[src/rtl/alu_arbiter_pkg.sv]
// Shared opcode and FSM encodings for the two-requester ALU arbiter.
package alu_arbiter_pkg;

  localparam logic [2:0] OP_AND = 3'b000;
  localparam logic [2:0] OP_OR  = 3'b001;
  localparam logic [2:0] OP_ADD = 3'b010;
  localparam logic [2:0] OP_SUB = 3'b110;
  localparam logic [2:0] OP_SLT = 3'b111;

  localparam logic [1:0] ST_IDLE = 2'd0;
  localparam logic [1:0] ST_EXEC = 2'd1;
  localparam logic [1:0] ST_DONE = 2'd2;

  function automatic logic op_legal(input logic [2:0] op);
    return op inside {OP_AND, OP_OR, OP_ADD, OP_SUB, OP_SLT};
  endfunction

endpackage

[src/rtl/alu_arbiter_alu.sv]
// Combinational 32-bit ALU; exports the a-b sign bit so SLT's neg flag can be derived outside.
module alu_arbiter_alu
  import alu_arbiter_pkg::*;
(
  input  logic [2:0]  op,
  input  logic [31:0] a,
  input  logic [31:0] b,
  output logic [31:0] y,
  output logic        diff_msb
);

  logic [31:0] sum;
  logic [31:0] diff;
  logic        slt;

  always_comb begin
    sum      = a + b;
    diff     = a - b;
    slt      = ($signed(a) < $signed(b));
    diff_msb = diff[31];
    y        = '0;
    case (op)
      OP_ADD:  y = sum;
      OP_SUB:  y = diff;
      OP_SLT:  y = {31'b0, slt};
      OP_AND:  y = a & b;
      OP_OR:   y = a | b;
      default: y = '0;
    endcase
  end

endmodule

[src/rtl/alu_arbiter.sv]
// Round-robin arbiter sharing one ALU between two requesters: grant, execute, respond (3 cycles).
// Handshake: reqN is held until gntN pulses; gntN marks the cycle opN/aN/bN are captured.
module alu_arbiter
  import alu_arbiter_pkg::*;
#(
  parameter bit RR_INIT = 1'b0
) (
  input  logic        clk,
  input  logic        rst_n,
  input  logic        req0,
  input  logic        req1,
  input  logic [2:0]  op0,
  input  logic [2:0]  op1,
  input  logic [31:0] a0,
  input  logic [31:0] b0,
  input  logic [31:0] a1,
  input  logic [31:0] b1,
  output logic        gnt0,
  output logic        gnt1,
  output logic        rsp_valid,
  output logic        rsp_id,
  output logic [31:0] result,
  output logic        zero,
  output logic        neg,
  output logic        ovf,
  output logic        err,
  output logic        busy
);

  logic [1:0]  state;
  logic        ptr;
  logic        owner;
  logic [2:0]  op_q;
  logic [31:0] a_q;
  logic [31:0] b_q;

  logic        grant;
  logic        pick0;
  logic        pick1;
  logic [31:0] y;
  logic        diff_msb;
  logic        ovf_c;
  logic        neg_c;

  // ptr names the requester that wins when both ask at once.
  assign pick1 = req1 && (!req0 || ptr);
  assign pick0 = req0 && (!req1 || !ptr);
  assign grant = (state == ST_IDLE) && (req0 || req1);

  // Gated by rst_n so a held request cannot show a grant while reset is asserted.
  assign gnt0      = rst_n && grant && pick0;
  assign gnt1      = rst_n && grant && pick1;
  assign rsp_valid = (state == ST_DONE);
  assign busy      = (state != ST_IDLE);

  alu_arbiter_alu alu32 (
    .op       (op_q),
    .a        (a_q),
    .b        (b_q),
    .y        (y),
    .diff_msb (diff_msb)
  );

  always_comb begin
    ovf_c = 1'b0;
    neg_c = 1'b0;
    case (op_q)
      OP_ADD: begin
        ovf_c = (a_q[31] == b_q[31]) && (y[31] != a_q[31]);
        neg_c = y[31];
      end
      OP_SUB: begin
        ovf_c = (a_q[31] != b_q[31]) && (y[31] != a_q[31]);
        neg_c = y[31];
      end
      OP_SLT:        neg_c = diff_msb;
      OP_AND, OP_OR: neg_c = y[31];
      default:       neg_c = 1'b0;
    endcase
  end

  always_ff @(posedge clk or negedge rst_n) begin
    if (!rst_n) begin
      state  <= ST_IDLE;
      ptr    <= RR_INIT;
      owner  <= 1'b0;
      op_q   <= '0;
      a_q    <= '0;
      b_q    <= '0;
      rsp_id <= 1'b0;
      result <= '0;
      zero   <= 1'b0;
      neg    <= 1'b0;
      ovf    <= 1'b0;
      err    <= 1'b0;
    end else begin
      case (state)
        ST_IDLE: begin
          if (grant) begin
            op_q  <= pick1 ? op1 : op0;
            a_q   <= pick1 ? a1 : a0;
            b_q   <= pick1 ? b1 : b0;
            owner <= pick1;
            ptr   <= !pick1;
            state <= ST_EXEC;
          end
        end
        ST_EXEC: begin
          result <= y;
          zero   <= (y == '0);
          neg    <= neg_c;
          ovf    <= ovf_c;
          err    <= !op_legal(op_q);
          rsp_id <= owner;
          state  <= ST_DONE;
        end
        ST_DONE: state <= ST_IDLE;
        default: state <= ST_IDLE;
      endcase
    end
  end

endmodule
[config.mk]
export PLATFORM = sky130hd
export DESIGN_NAME = alu_arbiter
export DESIGN_NICKNAME = d
export VERILOG_FILES = /design/src/rtl/alu_arbiter_pkg.sv /design/src/rtl/alu_arbiter_alu.sv /design/src/rtl/alu_arbiter.sv
export SDC_FILE = /design/constraint.sdc
export NUM_CORES = 1
export LEC_CHECK = 0
export ABC_AREA = 0
export CAP_MARGIN = 25
export CORE_ASPECT_RATIO = 0.5
export CORE_MARGIN = 5
export CORE_UTILIZATION = 55
export CTS_BUF_LIST = sky130_fd_sc_hd__clkbuf_4
export CTS_CLUSTER_SIZE = 24
export DETAILED_ROUTE_END_ITERATION = 7
export GPL_ROUTABILITY_DRIVEN = 0
export GPL_TIMING_DRIVEN = 0
export PLACE_DENSITY = 0.92
export REMOVE_ABC_BUFFERS = 1
export SLEW_MARGIN = 10
export SYNTH_ARGS = -nofsm -noshare
export SYNTH_HDL_FRONTEND = slang
export SYNTH_SLANG_ARGS = --single-unit
export TNS_END_PERCENT = 1
[constraint.sdc]
create_clock -name clk -period 8.2 [get_ports clk]
set_input_delay 1.23 -clock clk [delete_from_list [all_inputs] [get_ports clk]]
set_output_delay 1.23 -clock clk [all_outputs]
set_load 0.02 [all_outputs]
Word-level counts from Yosys, hierarchy flattened
Index checks and enable logic that the tools add are counted.
- register bits after elaboration: 108
- output and inout port bits: 41
- word-level logic and storage cells: 58
- $add $sub $neg: 2
- magnitude comparators: 1
- equality and inequality tests: 10
- muxes and demuxes: 8
- bitwise logic cells: 2
- reduce and logical (&&, ||, !) cells: 23
- operator list (operator ; number):
    case mux 32 bit (5 select lines) ; 1
    two-way mux 32 bit ; 2
    adder 32 bit ; 1
    AND 32 bit ; 1
    zero test 32 bit ; 1
    < comparator 32 bit ; 1
    bitwise OR 32 bit ; 1
    subtractor 32 bit ; 1
    logical AND 1 bit ; 8
    equality test 3 bit, second input constant ; 2
    zero test 1 bit ; 5
    nonzero test 5 bit ; 1
    case mux 1 bit (2 select lines) ; 2
    case mux 2 bit (2 select lines) ; 1
    OR reduction 4 bit ; 1
    equality test 3 x 1 -> 1 bit, second input constant ; 1
    equality test 3 x 2 -> 1 bit, second input constant ; 1
    zero test 3 bit ; 1
    logical OR 1 bit ; 3
    two-way mux 3 bit ; 1
    equality test 2 x 1 -> 1 bit, second input constant ; 1
    equality test 2 bit, second input constant ; 1
    zero test 2 bit ; 1
    two-way mux 2 bit ; 1
    other kinds (5) ; 6

Logic depth before layout (Yosys ltp)
- depth in word-level cells: 5
- depth in mapped cells: 15

Cells and area by module
Synthesis repeated with hierarchy kept, for this count alone.
- cell total of the unflattened synthesis: 1152
- area, all modules: 9432.8 sq um
- by module, submodules not included (module ; times used ; cells an instance ; area each (sq um) ; sequential area each (sq um)):
    alu_arbiter_alu ; 1 ; 730 ; 4738.3 ; 0.0
    alu_arbiter ; 1 ; 422 ; 4694.5 ; 2702.6

Worst setup path after synthesis
OpenSTA, ideal clock, no wires.
- path kind: input-to-output
- from: input port req1
- to: output port gnt0
- data arrival time: 2557 ps
- required time: 6970 ps
- slack: 4413 ps
- cell stages on the path: 4
- path through: a211oi_1 > clkbuf_1 > clkbuf_1 > and3_1
- word-level cells in the longest chain between the ends: 4
- RTL lines (item ; line ; source):
    start: declaration ; alu_arbiter.sv:11 ; input logic req1,
    logical OR 1 bit or zero test 1 bit (tied branches) ; alu_arbiter.sv:48, alu_arbiter.sv:47 ;
    logical AND 1 bit or logical OR 1 bit (tied branches) ; alu_arbiter.sv:48, alu_arbiter.sv:47 ;
    logical AND 1 bit, on equally long branches ; alu_arbiter.sv:51, alu_arbiter.sv:47 ;
    logical AND 1 bit * ; alu_arbiter.sv:51 ; assign gnt0 = rst_n && grant && pick0;
    end: declaration ; alu_arbiter.sv:18 ; output logic gnt0,
Every way passes the cells marked *; elsewhere a longest branch is shown, timed or not.

Worst setup path in the final report
- from: input port req0
- to: output port gnt1
- word-level cells in the longest chain between the ends: 4
- RTL lines (item ; line ; source):
    start: declaration ; alu_arbiter.sv:10 ; input logic req0,
    logical OR 1 bit or zero test 1 bit (tied branches) ; alu_arbiter.sv:48, alu_arbiter.sv:46 ;
    logical AND 1 bit or logical OR 1 bit (tied branches) ; alu_arbiter.sv:48, alu_arbiter.sv:46 ;
    logical AND 1 bit, on equally long branches ; alu_arbiter.sv:52, alu_arbiter.sv:46 ;
    logical AND 1 bit * ; alu_arbiter.sv:52 ; assign gnt1 = rst_n && grant && pick1;
    end: declaration ; alu_arbiter.sv:19 ; output logic gnt1,
Marked as above.

==> key figures <==
Run status
  – Run status: finished, violations left
  – Violated checks: DRC

GRT
  – Grt ovf: 0
  – Vias in the first global route: 9654
  – Largest net degree at the start of global routing: 84
  – Gr usage total: 0.288
  – First-pass GRT wire length: ~50 mm
  – Initial antenna violation count: 1

Timing
  – Final Setup Violations: 0
  – Hold Vio Cnt, Final: 0
  – Tcrit/Tclk final: 0.610
  – Max Fclk: around 0.2 GHz
  – Min Clock Period, post-route: 5.00 ns
  – Fin. max-slew vios: 0
  – Rel. slew slack: 0.294
  – Worst Tran Pin Value: 1.05 ns
  – Setup skew after layout: 0.0250 ns
  – Setup ws final: 3.20 ns
  – RSZ-0062 raised after global routing: false

Critical path
  – Max FO, Critical Path: 37
  – Worst Path Required: 6.97 ns
  – R2r setup slk: 3.91 ns
  – Worst-case reg-to-reg path depth: 13
  – Crit end category: output port
  – Critical Path AT: 3.77 ns
  – Reg-to-Reg End: zero
  – Worst Setup Start Kind: input port
  – Worst r2r src: a_q[1]
  – Setup CP Type: input port to output port

Die
  – Starting density of the core: 0.559
  – Io pins: between 150 and 200
  – DIE AREA: 20500 um^2
  – Die Wd: slightly below 200 um
  – Core Area: 17300 um^2
  – Row Count: 34
  – Die H: a little over 100 um

Synth
  – Number of synthesis warnings: 0
  – Syn Std Cell Area: 9680 um^2
  – Post-Syn Area per Cell: 8.32 um^2
  – Synth Register Bits: 108
  – Post-synth EDFFs: 0
  – Top post-synthesis cells by area: dfrtp_1 (28%), ha_1 (13%), a222oi_1 (6.9%)
  – Synth async-reset ratio: 1.00
  – Sequential element share of the synthesized area: 0.279
  – Area share of the largest cell type after synthesis: 0.279
  – Distinct cells, synth: 93
  – Synth area leader: dfrtp_1
  – Ys flop type: dfrtp_1
  – Mapped Cells: between 1000 and 1500

Hold path
  – Hold Path Class: flip-flop to flip-flop
  – Hold Path Depth: 2
  – Hold path startpoint: owner
  – Worst Hold Path EP: rsp_id

Clock network
  – CTS hold repair buffers: 0
  – CTS tree: done
  – CTS resizes: 0
  – Root Buffer: clkbuf_4
  – # Post-CTS Setup Buffers: 0
  – Clk sinks: 108
  – Max clock buf depth: 2
  – Worst skew pair latency: ~0.54 ns
  – Htree depth: 3
  – CTS buffer count: 9
  – Worst-path clk slew: about 0.16 ns

Route
  – Met2 wire length: 13.8 mm
  – Metal3 WL: around 3.5 mm
  – Drt drc: 24
  – Drt total wl: 30.6 mm
  – Via count: ~10000
  – Remaining antenna violation count after routing: 0
  – Top Layer Used: met4
  – Vias/cell: between 6 and 7
  – Starting DRC count in detailed routing: 1544
  – Drt first pass iters: 8
  – Drt wl/cell: 20.0 um
  – Routed met1 length: approximately 12 mm

Final layout
  – Commonest non-fill, non-tap cell in the layout: clkdlybuf4s50_1
  – Share of cells above drive strength 1: 0.0589
  – Most frequent cells in the layout: clkdlybuf4s50_1 (177), inv_1 (166), dfrtp_1 (106)
  – Area delta synth->final: 21.2%
  – Nets: 1529
  – Layout fillers: about 1300

Placed design
  – IO Port Bufs: 178
  – DPL Wire Length: 22.8 mm
  – Dpl ws: 3.21 ns

Power
  – Leak: 5.41 nW
  – Tot Pwr: 5.77 mW
  – VDD IR-drop max: 0.202 mV
  – Pwr Density: 492 nW/um^2

Run
  – Total of max-cap violations: 0
[power by group]
group	total [mW]	switching, mW	internal [mW]
sequential	1.05	0.264	0.781
combinational	4.40	2.74	1.66
clock	0.331	0.206	0.125
total	5.77	3.21	2.57
[how the worst max path moves through the flow]
stage | to | slack [ns] | start
after floorplan | gnt0 | 1.57 | req1
after global placement | gnt0 | -1.30 | req0
after detailed placement | gnt1 | 3.21 | req1
after CTS | gnt1 | 3.19 | req1
after global routing | gnt1 | 3.00 | req0
final | gnt1 | 3.20 | req0
[cells by family (layout without fill, tap and decap cells)]
| group | Yosys count | after routing | share of synthesized area |
|---|---|---|---|
| compound gates | 362 | 362 | 0.286 |
| xor+xnor | 26 | 26 | 0.0235 |
| fa+ha+maj | 105 | 105 | 0.137 |
| buf+inv | 243 | 371 | 0.110 |
| flops | 108 | 108 | 0.279 |
| mux | 14 | 14 | 0.0150 |
| other cells | 0 | 1 | 0 |
| simple gates | 305 | 305 | 0.149 |
[area by class of cell]
class	instances	area, um^2	share of cell area
multi-input cells	812	5950	0.507
repair buffers	188	1990	0.169
flip-flops and latches	108	2710	0.231
well taps	234	293	0.0250
inverters	167	627	0.0535
clock buffers	9	67.6	0.00576
clock inverters	7	97.6	0.00832
diodes	1	2.50	0.000213
[synth_stat cells, drive strengths merged (4+ instances only)]
library cell	n
a2111oi	5
a211o	6
a211oi	22
a21o	14
a21oi	76
a221oi	11
a222oi	67
a22o	4
a22oi	4
a2bb2oi	4
a31oi	9
and2	4
and3	7
buf	17
clkbuf	59
dfrtp	108
ha	103
inv	166
mux2	4
mux2i	10
nand2	97
nand2b	9
nand3	20
nand4	9
nor2	95
nor2b	9
nor3	17
nor4	17
o2111ai	5
o211ai	14
o21a	9
o21ai	57
o21bai	6
o22ai	8
o31ai	13
or2	5
or3	5
xnor2	20
xor2	6
[flip-flops by register name (all words and copies together) (netlist names)]
name	flops
a_q	32
b_q	32
err	1
neg	1
op_q	3
ovf	1
owner	1
ptr	1
result	32
rsp_id	1
state	2
zero	1
[worst max-delay path, cell delays in order]
cell             delay (ns)
clkdlybuf4s50_1        0.49
inv_1                  0.15
o21ai_0                0.16
nor2_4                 0.69
buf_12                 0.28
and2_1                 0.16
clkdlybuf4s50_1        0.61
[routing by layer]
metal / track usage / vias to the layer above
met5: 0 / -
met4: 0.111 / 0
met3: 0.0616 / 165
met2: 0.459 / 735
met1: 0.385 / 4669
li1: - / 4437
[through the flow]
| step | util | hold slack (ns) | setup TNS [ns] | instance area (um^2) | std cells |
|---|---|---|---|---|---|
| floorplan | - | 0.439 | 0 | 9240 | 1087 |
| global placement | 0.653 | 0.451 | -1.30 | 11300 | 1499 |
| detailed placement | 0.668 | 0.463 | 0 | 11600 | 1509 |
| CTS | 0.677 | 0.499 | 0 | 11700 | 1525 |
| global route | 0.677 | 0.516 | 0 | 11700 | 1526 |
| finish | 0.677 | 0.495 | 0 | 11700 | 1526 |
(Power assumes the default switching activity.)
